**config.mk**
```make
export PLATFORM = sky130hd
export DESIGN_NAME = dmem_dump_ctrl
export DESIGN_NICKNAME = d
export VERILOG_FILES = /design/src/rtl/dmem_dump_ctrl_pkg.sv /design/src/rtl/dmem_dump_ctrl_word_byte_ser.sv /design/src/rtl/dmem_dump_ctrl.sv
export SDC_FILE = /design/constraint.sdc
export NUM_CORES = 1
export LEC_CHECK = 0
export BUFFER_PORTS_ARGS = -buffer_cell sky130_fd_sc_hd__buf_4
export CAP_MARGIN = 20
export CORE_AREA = 2 2 129 100
export DETAILED_ROUTE_END_ITERATION = 12
export DIE_AREA = 0 0 131 102
export PLACE_DENSITY = 0.89
export REMOVE_ABC_BUFFERS = 1
export SLEW_MARGIN = 20
export SYNTH_ARGS = -nofsm -noshare
export SYNTH_HDL_FRONTEND = slang
export SYNTH_SLANG_ARGS = --single-unit
export TNS_END_PERCENT = 1
```
**constraint.sdc**
```tcl
create_clock -name clk -period 2.35 [get_ports clk]
set_clock_uncertainty 0.1 [all_clocks]
set_input_delay 0.1175 -clock clk [delete_from_list [all_inputs] [get_ports clk]]
set_output_delay 0.1175 -clock clk [all_outputs]
set_load 0.01 [all_outputs]
```
**src/rtl/dmem_dump_ctrl_pkg.sv**
```systemverilog
// Shared constants and state encoding for the data-memory dump controller.
// DMEM_DUMP_CHECKSUM_EN adds the CSUM state that sends a trailing XOR byte.
package dmem_ctrl_pkg;

    localparam int BYTES_PER_WORD = 4;
    localparam int WORD_STRIDE    = 4;
    localparam int CSUM_W         = 8;
    localparam int BYTE_CNT_W     = 2;

    typedef enum logic [2:0] {
        ST_IDLE  = 3'd0,
        ST_FETCH = 3'd1,
        ST_SEND  = 3'd2,
        ST_DONE  = 3'd3
`ifdef DMEM_DUMP_CHECKSUM_EN
        ,
        ST_CSUM  = 3'd4
`endif
    } dump_state_t;

endpackage

```
**src/rtl/dmem_dump_ctrl_word_byte_ser.sv**
```systemverilog
// Word-to-byte serializer: loads a 32-bit word (or one checksum byte when
// DMEM_DUMP_CHECKSUM_EN is defined) and shifts it out MSB byte first.
module word_byte_ser
    import dmem_ctrl_pkg::*;
(
    input  logic                clk,
    input  logic                rst,
    input  logic                ld_word,
    input  logic [31:0]         word_in,
`ifdef DMEM_DUMP_CHECKSUM_EN
    input  logic                ld_byte,
    input  logic [CSUM_W-1:0]   byte_in,
`endif
    input  logic                tx_ready,
    output logic [7:0]          tx_data,
    output logic                tx_valid,
    output logic                last_byte_accepted
);

    localparam logic [BYTE_CNT_W-1:0] LAST_IDX = BYTE_CNT_W'(BYTES_PER_WORD - 1);

    logic [31:0]           shift_q, shift_d;
    logic [BYTE_CNT_W-1:0] cnt_q, cnt_d;
    logic                  valid_q, valid_d;
    logic                  accept;

    // Handshake: a byte transfers in any cycle where tx_valid && tx_ready;
    // tx_valid and tx_data stay frozen until that happens.
    assign accept             = valid_q & tx_ready;
    assign last_byte_accepted = accept && (cnt_q == LAST_IDX);
    assign tx_data            = shift_q[31:24];
    assign tx_valid           = valid_q;

    always_comb begin
        shift_d = shift_q;
        cnt_d   = cnt_q;
        valid_d = valid_q;
        if (ld_word) begin
            shift_d = word_in;
            cnt_d   = '0;
            valid_d = 1'b1;
        end
`ifdef DMEM_DUMP_CHECKSUM_EN
        // A lone checksum byte starts at the last slot so one handshake ends it.
        else if (ld_byte) begin
            shift_d = {byte_in, {(32 - CSUM_W){1'b0}}};
            cnt_d   = LAST_IDX;
            valid_d = 1'b1;
        end
`endif
        else if (accept) begin
            shift_d = {shift_q[23:0], 8'h00};
            cnt_d   = cnt_q + 1'b1;
            valid_d = (cnt_q != LAST_IDX);
        end
    end

    always_ff @(posedge clk or negedge rst) begin
        if (!rst) begin
            shift_q <= '0;
            cnt_q   <= '0;
            valid_q <= 1'b0;
        end else begin
            shift_q <= shift_d;
            cnt_q   <= cnt_d;
            valid_q <= valid_d;
        end
    end

endmodule

```
**src/rtl/dmem_dump_ctrl.sv**
```systemverilog
// Data-memory port arbiter plus UART dump sequencer; the pipeline always wins.
// DMEM_DUMP_CHECKSUM_EN appends an XOR checksum byte after the last word.
module dmem_dump_ctrl
    import dmem_ctrl_pkg::*;
#(
    parameter int LEN_W = 8
) (
    input  logic             clk,
    input  logic             rst,
    input  logic             pipe_rd_en,
    input  logic             pipe_wr_en,
    input  logic [31:0]      pipe_addr,
    input  logic [31:0]      pipe_wdata,
    output logic [31:0]      pipe_rdata,
    output logic             mem_rd_en,
    output logic             mem_wr_en,
    output logic [31:0]      mem_addr,
    output logic [31:0]      mem_wdata,
    input  logic [31:0]      mem_rdata,
    input  logic             dump_start,
    input  logic [31:0]      dump_base,
    input  logic [LEN_W-1:0] dump_len,
    output logic             dump_busy,
    output logic             dump_done,
    output logic [7:0]       tx_data,
    output logic             tx_valid,
    input  logic             tx_ready
);

    dump_state_t      state_q, state_d;
    logic [31:0]      cur_addr_q, cur_addr_d;
    logic [LEN_W-1:0] rem_q, rem_d;
    logic             busy_q, busy_d;
    logic             done_q, done_d;
    logic             pipe_req;
    logic             fetch_go;
    logic             last_acc;
`ifdef DMEM_DUMP_CHECKSUM_EN
    logic [CSUM_W-1:0] csum_q, csum_d;
    logic              ld_byte;
    logic              accept;

    assign accept  = tx_valid & tx_ready;
    assign ld_byte = (state_q == ST_CSUM) && !tx_valid;
`endif

    assign pipe_req   = pipe_rd_en | pipe_wr_en;
    assign fetch_go   = (state_q == ST_FETCH) && !pipe_req;
    assign pipe_rdata = mem_rdata;
    assign dump_busy  = busy_q;
    assign dump_done  = done_q;

    always_comb begin
        mem_rd_en = 1'b0;
        mem_wr_en = 1'b0;
        mem_addr  = pipe_addr;
        mem_wdata = pipe_wdata;
        if (pipe_req) begin
            mem_rd_en = pipe_rd_en;
            mem_wr_en = pipe_wr_en;
        end else if (state_q == ST_FETCH) begin
            mem_rd_en = 1'b1;
            mem_addr  = cur_addr_q;
            mem_wdata = '0;
        end
    end

    always_comb begin
        state_d    = state_q;
        cur_addr_d = cur_addr_q;
        rem_d      = rem_q;
        busy_d     = busy_q;
        done_d     = 1'b0;
`ifdef DMEM_DUMP_CHECKSUM_EN
        csum_d     = csum_q;
`endif
        case (state_q)
            ST_IDLE: begin
                if (dump_start) begin
                    cur_addr_d = dump_base;
                    rem_d      = dump_len;
                    busy_d     = 1'b1;
`ifdef DMEM_DUMP_CHECKSUM_EN
                    csum_d     = '0;
                    state_d    = (dump_len == '0) ? ST_CSUM : ST_FETCH;
`else
                    state_d    = (dump_len == '0) ? ST_DONE : ST_FETCH;
`endif
                end
            end
            ST_FETCH: begin
                if (!pipe_req) begin
                    cur_addr_d = cur_addr_q + 32'(WORD_STRIDE);
                    rem_d      = rem_q - 1'b1;
                    state_d    = ST_SEND;
                end
            end
            ST_SEND: begin
`ifdef DMEM_DUMP_CHECKSUM_EN
                if (accept) begin
                    csum_d = csum_q ^ tx_data;
                end
`endif
                if (last_acc) begin
                    if (rem_q != '0) begin
                        state_d = ST_FETCH;
                    end else begin
`ifdef DMEM_DUMP_CHECKSUM_EN
                        state_d = ST_CSUM;
`else
                        state_d = ST_DONE;
                        busy_d  = 1'b0;
                        done_d  = 1'b1;
`endif
                    end
                end
            end
`ifdef DMEM_DUMP_CHECKSUM_EN
            ST_CSUM: begin
                if (last_acc) begin
                    state_d = ST_DONE;
                    busy_d  = 1'b0;
                    done_d  = 1'b1;
                end
            end
`endif
            // Entered with busy still set only from a zero-length start; that
            // path spends one extra cycle here before raising done.
            ST_DONE: begin
                if (busy_q) begin
                    busy_d = 1'b0;
                    done_d = 1'b1;
                end else begin
                    state_d = ST_IDLE;
                end
            end
            default: state_d = ST_IDLE;
        endcase
    end

    always_ff @(posedge clk or negedge rst) begin
        if (!rst) begin
            state_q    <= ST_IDLE;
            cur_addr_q <= '0;
            rem_q      <= '0;
            busy_q     <= 1'b0;
            done_q     <= 1'b0;
`ifdef DMEM_DUMP_CHECKSUM_EN
            csum_q     <= '0;
`endif
        end else begin
            state_q    <= state_d;
            cur_addr_q <= cur_addr_d;
            rem_q      <= rem_d;
            busy_q     <= busy_d;
            done_q     <= done_d;
`ifdef DMEM_DUMP_CHECKSUM_EN
            csum_q     <= csum_d;
`endif
        end
    end

    word_byte_ser u_ser (
        .clk                (clk),
        .rst                (rst),
        .ld_word            (fetch_go),
        .word_in            (mem_rdata),
`ifdef DMEM_DUMP_CHECKSUM_EN
        .ld_byte            (ld_byte),
        .byte_in            (csum_q),
`endif
        .tx_ready           (tx_ready),
        .tx_data            (tx_data),
        .tx_valid           (tx_valid),
        .last_byte_accepted (last_acc)
    );

endmodule

```
* Word-level counts from Yosys, hierarchy flattened
Index checks and enable logic that the tools add are counted.
** Storage, ports and cells
- Register bits :: 80
- Bits of input ports :: 142
** Cells by class
- Reductions and logical operators :: 12
- Equal/unequal tests :: 10
- Bitwise logic cells :: 2
- Add/sub/neg operators :: 3
- Mux-type cells :: 34
** Operator list (number)
- $mux W32 :: 8
- $pmux W32 S2 :: 1
- $add A32 B3 Y32 const B :: 1
- $mux W8 :: 2
- $pmux W8 S2 :: 1
- $mux W3 :: 4
- $ne A2 B2 Y1 const B :: 6
- $pmux W3 S4 :: 1
- $mux W1 :: 11
- $logic_not A8 Y1 :: 1
- $mux W2 :: 4
- $reduce_and A4 Y1 :: 2
- $reduce_bool A8 Y1 :: 1
- $sub A8 B1 Y8 const B :: 1
- $eq A3 B2 Y1 const B :: 2
- $reduce_bool A2 Y1 :: 2
- $eq A3 B1 Y1 const B :: 1
- $logic_not A3 Y1 :: 1
- $pmux W1 S3 :: 1
- $reduce_and A3 Y1 :: 1
- $reduce_bool A3 Y1 :: 1
- $add A2 B1 Y2 const B :: 1
- $eq A2 B2 Y1 const B :: 1
- $logic_and A1 B1 Y1 :: 2
- other kinds (4) :: 4

* Logic depth before layout (Yosys ltp)
Gate-level depths: netlist (run 1).
- Depth in word-level cells :: 4
- Depth in mapped cells :: 9
- Gate-level depth less buffers :: 7

* Cells and area by module
From an unflattened synthesis (run 1), not the netlist that was laid out.
** Unflattened totals
- Cells, all modules :: 639
- Area, all modules :: 5652.9 um^2
** Modules (own cells, without submodules)
- dmem_dump_ctrl :: area an instance 3684.8 um^2, cells each 446, instances 1, seq. area each 1101.1 um^2
- word_byte_ser :: area an instance 1968.1 um^2, cells each 193, instances 1, seq. area each 875.8 um^2

* Least setup slack after synthesis (run 1)
OpenSTA, ideal clock, no wires.
- Kind :: register to register
- From :: register state_q[0]
- To :: register rem_q[3]
- Setup time :: 127 ps
- Buffers on the path :: 2
- Setup slack :: 476 ps
- Cell stages (with the launch flop) :: 9
- Arrival time :: 1647 ps
- Required time :: 2123 ps
- Clock period less this slack :: 1874 ps
- Path through :: dfrtp_1 -> inv_1 -> ha_1 -> buf_2 -> nand2b_1 -> o211ai_2 -> clkbuf_1 -> a222oi_1 -> inv_1
** Between the ends
- Longest elaborated chain between the ends :: 3
- Elaborated cells between the ends (all ways) :: 7
** Ends and longest elaborated chain
- from (decl) :: RTL line dmem_dump_ctrl.sv:30 : dump_state_t state_q, state_d;
- from (signal assigned) :: RTL line dmem_dump_ctrl.sv:152 : state_q <= state_d;
- $eq A3 B1 Y1 / $logic_not A3 Y1 (equally long branches) :: RTL line dmem_dump_ctrl.sv:77 : case (state_q)
- $ne A2 B2 Y1 (no source line) / $reduce_bool A2 Y1 (equally long branches)
- $reduce_and A3 Y1 (no source line)
- to (signal assigned) :: RTL line dmem_dump_ctrl.sv:154 : rem_q <= rem_d;
- to (decl) :: RTL line dmem_dump_ctrl.sv:32 : logic [LEN_W-1:0] rem_q, rem_d;
Parallel ways exist; a longest one is shown, timed or not.
A chain may end at the register's enable or synchronous reset.

* Worst setup path in the final report (run 1)
- From :: register state_q[1]
- To :: output mem_addr[19]
** Between the ends
- Longest elaborated chain between the ends :: 3
** Ends and longest elaborated chain
- $eq A3 B1 Y1 :: RTL line dmem_dump_ctrl.sv:61 : end else if (state_q == ST_FETCH) begin
- $mux W32 :: RTL line dmem_dump_ctrl.sv:61
- $mux W32 :: RTL line dmem_dump_ctrl.sv:58 : if (pipe_req) begin
- to (decl) :: RTL line dmem_dump_ctrl.sv:17 : output logic [31:0] mem_addr,
Every way passes these cells.

==> reports/qor.csv, run 1 <==
metric;value;unit
drc;0;
pwr-share-clk;15.9;%
status;completed;
num_vias;5657;
design.core.area;12000;µm²
avgSynthCellArea;9.02;µm²
p_seq_share;32.9;%
wire_per_inst;18.8;µm
r2r_cells;8;
numClockSinks;79;
clockBufferDepth;2;
rows;35;
fin_crit_sh;99.7;%
gr-total-overflow;0;
min_delay_path_depth;3;
via_per_inst;5.41;
relSlewSlack;61.8;%
insertion_delay;340;ps
final_util;70.3;%
arrival;2130;ps
start_util;44.4;%
syn_inst;592;
cap_violations;0;
synthDistinctLibCells;51;
dieArea;13400;µm²
final_cells;1046;
synth_top_area_cell;dfrtp_1;
yosys_warnings;0;
dp_slack;140;ps
drt_iter0_markers;446;
cts_root_buf;clkbuf_16;
fillers;930;
grt_first_pass_wirelength;27800;µm
p_int;4880;µW
cts.clk_slew.worst_paths;60;ps
numCtsBuffers;9;
drtPass1Iterations;6;
io_buffers;250;
cts_tree;built;
period_needed;2340;ps
cp-start-kind;register;
p_comb_share;51.1;%
synth-edff-count;0;
die_y;102;µm
finalInstanceArea;8460;µm²
tightest_slew;570;ps
synth_ff_type;dfrtp_1;
clock.fmax;427;MHz
dpl_cell_area;7140;µm²
hold_ws;5.55;ps
grt_use_total;27.0;%
worst-setup-path-type;register to output pin;
antenna_found_initial;0;
synth.top_cell.area_share;37.0;%
grt_pass1_vias;5312;
min_to;cur_addr_q[2]$_DFFE_PN0P_;
gp_congestion;0.873;
switchingPower;3420;µW
endpoint_kind;output pin;
synth_area;5340;µm²
seq_area_frac_synth;37.0;%
syn_to_final_growth;58.4;%
ff_latch_area;1980;µm²
grt_max_degree;46;
synthArstFlopShare;100;%
path_max_fanout;5;
setup_viol;0;
r2r_slack;110;ps
dp_hpwl;12600;µm
setup_ws;7.35;ps
vdd_drop_max;0.000410;V
final-max-slew-violation-count;0;
cp.required;2130;ps
placedCellCount;949;
num_io_pins;251;
htree_levels;3;
rsz0062_at_grt;yes;
routed_wl;19700;µm
nNetsFinal;1026;
p_leak;0.00409;µW
rr_endpoint;cur_addr_q[15]$_DFFE_PN0P_;
multiInputGateArea;2950;µm²
hold_viol_final;0;
powerDensity;980;nW/µm²
drive_above_1_share;40.0;%
yosys-top-cells-area;dfrtp_1, mux2i_1, mux2_2;
ant_nets;0;
synth-seq-cells;79;
hp-class;input port to register;
p_sw_share;41.2;%
r2r-start;state_q[0]$_DFFE_PN0P_;
die_w;131;µm
worstHoldStart;dump_base[2];
insertedDiodeCount;0;
==> worst max-delay path, cell delays in order, from the launching register on <==
cell and delay, ps:
dfrtp_2 440, inv_2 90, ha_4 150, nor3b_4 270
buf_6 210, clkbuf_16 160, mux2_2 330, buf_4 140
==> registers in the layout, indices dropped and copies added (netlist names) <==
signal,cells
cur_addr_q,32
dump_busy,1
dump_done,1
rem_q,8
state_q,2
u_ser.cnt_q,2
u_ser.shift_q,32
u_ser.tx_valid,1
==> final cells by class <==
class | count | area share [%]
timing repair buffer | 351 | 35.6
multi-input combinational | 426 | 34.9
sequential | 79 | 23.4
clock buffer | 13 | 3.08
tap | 166 | 2.45
inverter | 8 | 0.355
clock inverter | 3 | 0.207
==> repair_timing <==
action | CTS | global route
hold buffers | 66 | 0
resized for setup | 4 | 38
pin swaps | 0 | 0
setup endpoints to repair | 48 | 50
hold endpoints to repair | 100 | 0
gates cloned | 2 | 5
buffers inserted | 3 | 5
==> cell usage in the layout, fill, tap and decap left out, types with 7 or more instances in the layout <==
| master | n |
|---|---|
| mux2_4 | 21 |
| mux2_2 | 13 |
| nor2b_1 | 34 |
| dfrtp_1 | 78 |
| mux2i_1 | 46 |
| dlygate4sd3_1 | 66 |
| nand2_1 | 91 |
| a22oi_1 | 19 |
| o21ai_0 | 58 |
| and3_1 | 9 |
| nor3_1 | 8 |
| nor2_1 | 16 |
| a21oi_1 | 16 |
| ha_1 | 7 |
| buf_4 | 260 |
| buf_6 | 16 |
| nand3_1 | 21 |
| clkbuf_16 | 13 |
==> kinds of logic after synthesis <==
kind of cell / synth area share (%)
compound gates: 14.0
xor+xnor: 0.164
fa+ha+maj: 2.11
buf+inv: 9.60
flops: 37.0
mux: 15.8
simple gates: 21.3
==> how the worst max path moves through the flow <==
stage | depth (start not counted) | start | end
floorplan | 7 | state_q[1]$_DFFE_PN0P_ | cur_addr_q[27]$_DFFE_PN0P_
global placement | 6 | state_q[1]$_DFFE_PN0P_ | mem_addr[19]
detailed placement | 6 | state_q[1]$_DFFE_PN0P_ | mem_addr[8]
CTS | 7 | state_q[1]$_DFFE_PN0P_ | mem_addr[2]
global route | 7 | state_q[1]$_DFFE_PN0P_ | mem_addr[17]
finish | 7 | state_q[1]$_DFFE_PN0P_ | mem_addr[19]
==> Yosys cell counts, types with 8 or more instances <==
cell / n
nand2_1: 91
dfrtp_1: 79
o21ai_0: 58
mux2i_1: 46
buf_4: 43
mux2_2: 34
nor2b_1: 34
nand3_1: 21
buf_2: 20
a22oi_1: 19
a21oi_1: 16
clkbuf_1: 16
nor2_1: 16
and3_1: 9
ha_1: 9
nor3_1: 8
==> stage by stage <==
step	total power (µW)	setup TNS [ps]
3_3_place_gp	6310	0
3_5_place_dp	6460	0
4_1_cts	7990	0
2_1_floorplan	4790	-217300
6_report	8300	0
5_1_grt	8860	-1150
==> power by group through the flow <==
stage / Clock [µW] / Combinational, µW / Sequential (µW)
global route: 1400 / 4630 / 2820
detailed placement: 0 / 3750 / 2700
CTS: 1350 / 3950 / 2690
global placement: 0 / 3640 / 2660
finish: 1320 / 4240 / 2730
floorplan: 0 / 2250 / 2530
==> metal layers <==
| layer | GRT usage, % | part of all wire (%) | up-vias |
|---|---|---|---|
| met5 | 0 | 0 | - |
| met4 | 7.69 | 2.3 | 0 |
| met3 | 6.34 | 7.7 | 28 |
| met2 | 45.4 | 50 | 304 |
| met1 | 35.2 | 40 | 2685 |
| li1 | - | - | 2640 |
Power figures use the tool's default switching activity.
==> run 2, diff against run 1 <==
--- a/config.mk
+++ b/config.mk
@@ -12,6 +12,7 @@
 export DIE_AREA = 0 0 131 102
 export PLACE_DENSITY = 0.89
 export REMOVE_ABC_BUFFERS = 1
+export SETUP_SLACK_MARGIN = 0.5
 export SLEW_MARGIN = 20
 export SYNTH_ARGS = -nofsm -noshare
 export SYNTH_HDL_FRONTEND = slang
==> reports/qor.csv, run 2 (synthesis gave the netlist of run 1 again) <==
metric;value;unit
grt_max_degree;46;
clockBufferDepth;2;
insertedDiodeCount;0;
setup_viol;0;
start_util;44.4;%
antenna_found_initial;0;
mostFrequentLayoutCells;buf_4, nand2_1, dfrtp_1, dlygate4sd3_1, o21ai_0;
gr-total-overflow;0;
p_leak;0.00407;µW
hp-class;input port to register;
powerDensity;984;nW/µm²
numCtsBuffers;9;
htree_levels;3;
drc;0;
path_max_fanout;5;
arrival;2030;ps
via_per_inst;5.45;
nNetsFinal;1028;
fin_crit_sh;95.8;%
ant_nets;0;
io_buffers;250;
num_vias;5714;
tightest_slew;569;ps
wire_per_inst;18.7;µm
grt_pass1_vias;5489;
die_w;131;µm
hold_ws;3.59;ps
fillers;929;
drive_above_1_share;40.2;%
gp_congestion;0.873;
worstHoldStart;dump_base[2];
cap_violations;0;
r2r-start;state_q[0]$_DFFE_PN0P_;
num_io_pins;251;
insertion_delay;340;ps
r2r_cells;9;
die_y;102;µm
cts_root_buf;clkbuf_16;
cp-start-kind;register;
dieArea;13400;µm²
drt_iter0_markers;461;
rows;35;
drtPass1Iterations;5;
endpoint_kind;output pin;
final-max-slew-violation-count;0;
rsz0062_at_grt;yes;
design.core.area;12000;µm²
relSlewSlack;61.9;%
hold_viol_final;0;
cts_tree;built;
clock.fmax;444;MHz
worst-setup-path-type;register to output pin;
cp.required;2130;ps
dp_hpwl;12600;µm
setup_tns;0;ps
syn_to_final_growth;58.1;%
reg_top3;cur_addr_q x32, u_ser.shift_q x32, rem_q x8;
crit_start;state_q[0]$_DFFE_PN0P_;
min_delay_path_depth;3;
routed_wl;19600;µm
cts.clk_slew.worst_paths;60;ps
layout_commonest_cell;buf_4;
period_needed;2250;ps
vdd_drop_max;0.000418;V
numClockSinks;79;
grt_first_pass_wirelength;28700;µm
status;completed;
grt_use_total;28.0;%
==> run 2: cell count changes in the layout (fill, tap and decap cells not counted), moves of 3 or more <==
cell and delta:
buf_6 -3, clkbuf_16 -3, mux2_4 -9, mux2_2 +9, buf_4 +4
==> run 2: path summary, 6_finish.rpt <==
check	endpoint	slack [ps]
worst max-delay path	mem_rd_en	100
worst min-delay path	cur_addr_q[2]$_DFFE_PN0P_	4
worst max register to register	cur_addr_q[15]$_DFFE_PN0P_	150
worst min register to register	cur_addr_q[1]$_DFFE_PN0P_	410
max in group asynchronous	u_ser.shift_q[28]$_DFFE_PN0P_	1340
min in group asynchronous	cur_addr_q[3]$_DFFE_PN0P_	200
==> run 2: power by group <==
group	switching [µW]	leakage, µW	internal [µW]	total [µW]
logic	2160	0.00294	2120	4270
clock network	552	0.000136	771	1320
registers	722	0.000995	2000	2720
==> run 2: metrics by stage <==
stage | std cells | power (µW) | setup slack, ps | instance area [µm²] | utilization, %
after floorplan | 513 | 4790 | -2800 | 4860 | -
after detailed placement | 949 | 6460 | 140 | 7140 | 59.3
after global placement | 949 | 6310 | 204 | 7140 | 59.3
after global routing | 1048 | 8870 | 7.53 | 8450 | 70.1
after CTS | 1046 | 8180 | 123 | 8400 | 69.7
final | 1048 | 8310 | 98.3 | 8450 | 70.1
==> run 2: what timing repair did <==
item | CTS | global route
setup endpoints to repair | 141 | 130
gates resized for setup | 29 | 5
hold endpoints to repair | 100 | 0
hold buffers | 66 | 0
setup buffers | 11 | 1
cloned | 4 | 1
pin swaps | 1 | 1
==> run 2: routing by layer <==
layer / up-vias / global-route usage, % / wire length, µm
li1: 2649 / - / -
met1: 2719 / 35.8 / 7830
met2: 311 / 46.2 / 9720
met3: 35 / 7.54 / 1580
met4: 0 / 9.98 / 482
met5: - / 0 / 0
==> run 2: area by class of cell <==
type	count	area [µm²]	area share [%]
tap	166	208	2.46
inverter	8	30.0	0.356
sequential	79	1980	23.4
multi-input combinational	426	2930	34.6
timing repair buffer	353	3030	35.9
clock buffer	13	260	3.08
clock inverter	3	17.5	0.207
==> run 2: worst max-delay path, stage by stage, from the launching register on <==
cell     delay [ps]
dfrtp_1         410
ha_4            180
nor3b_4         160
buf_6           130
buf_12          120
buf_16          130
buf_4           150
or2_2           270
buf_4           150
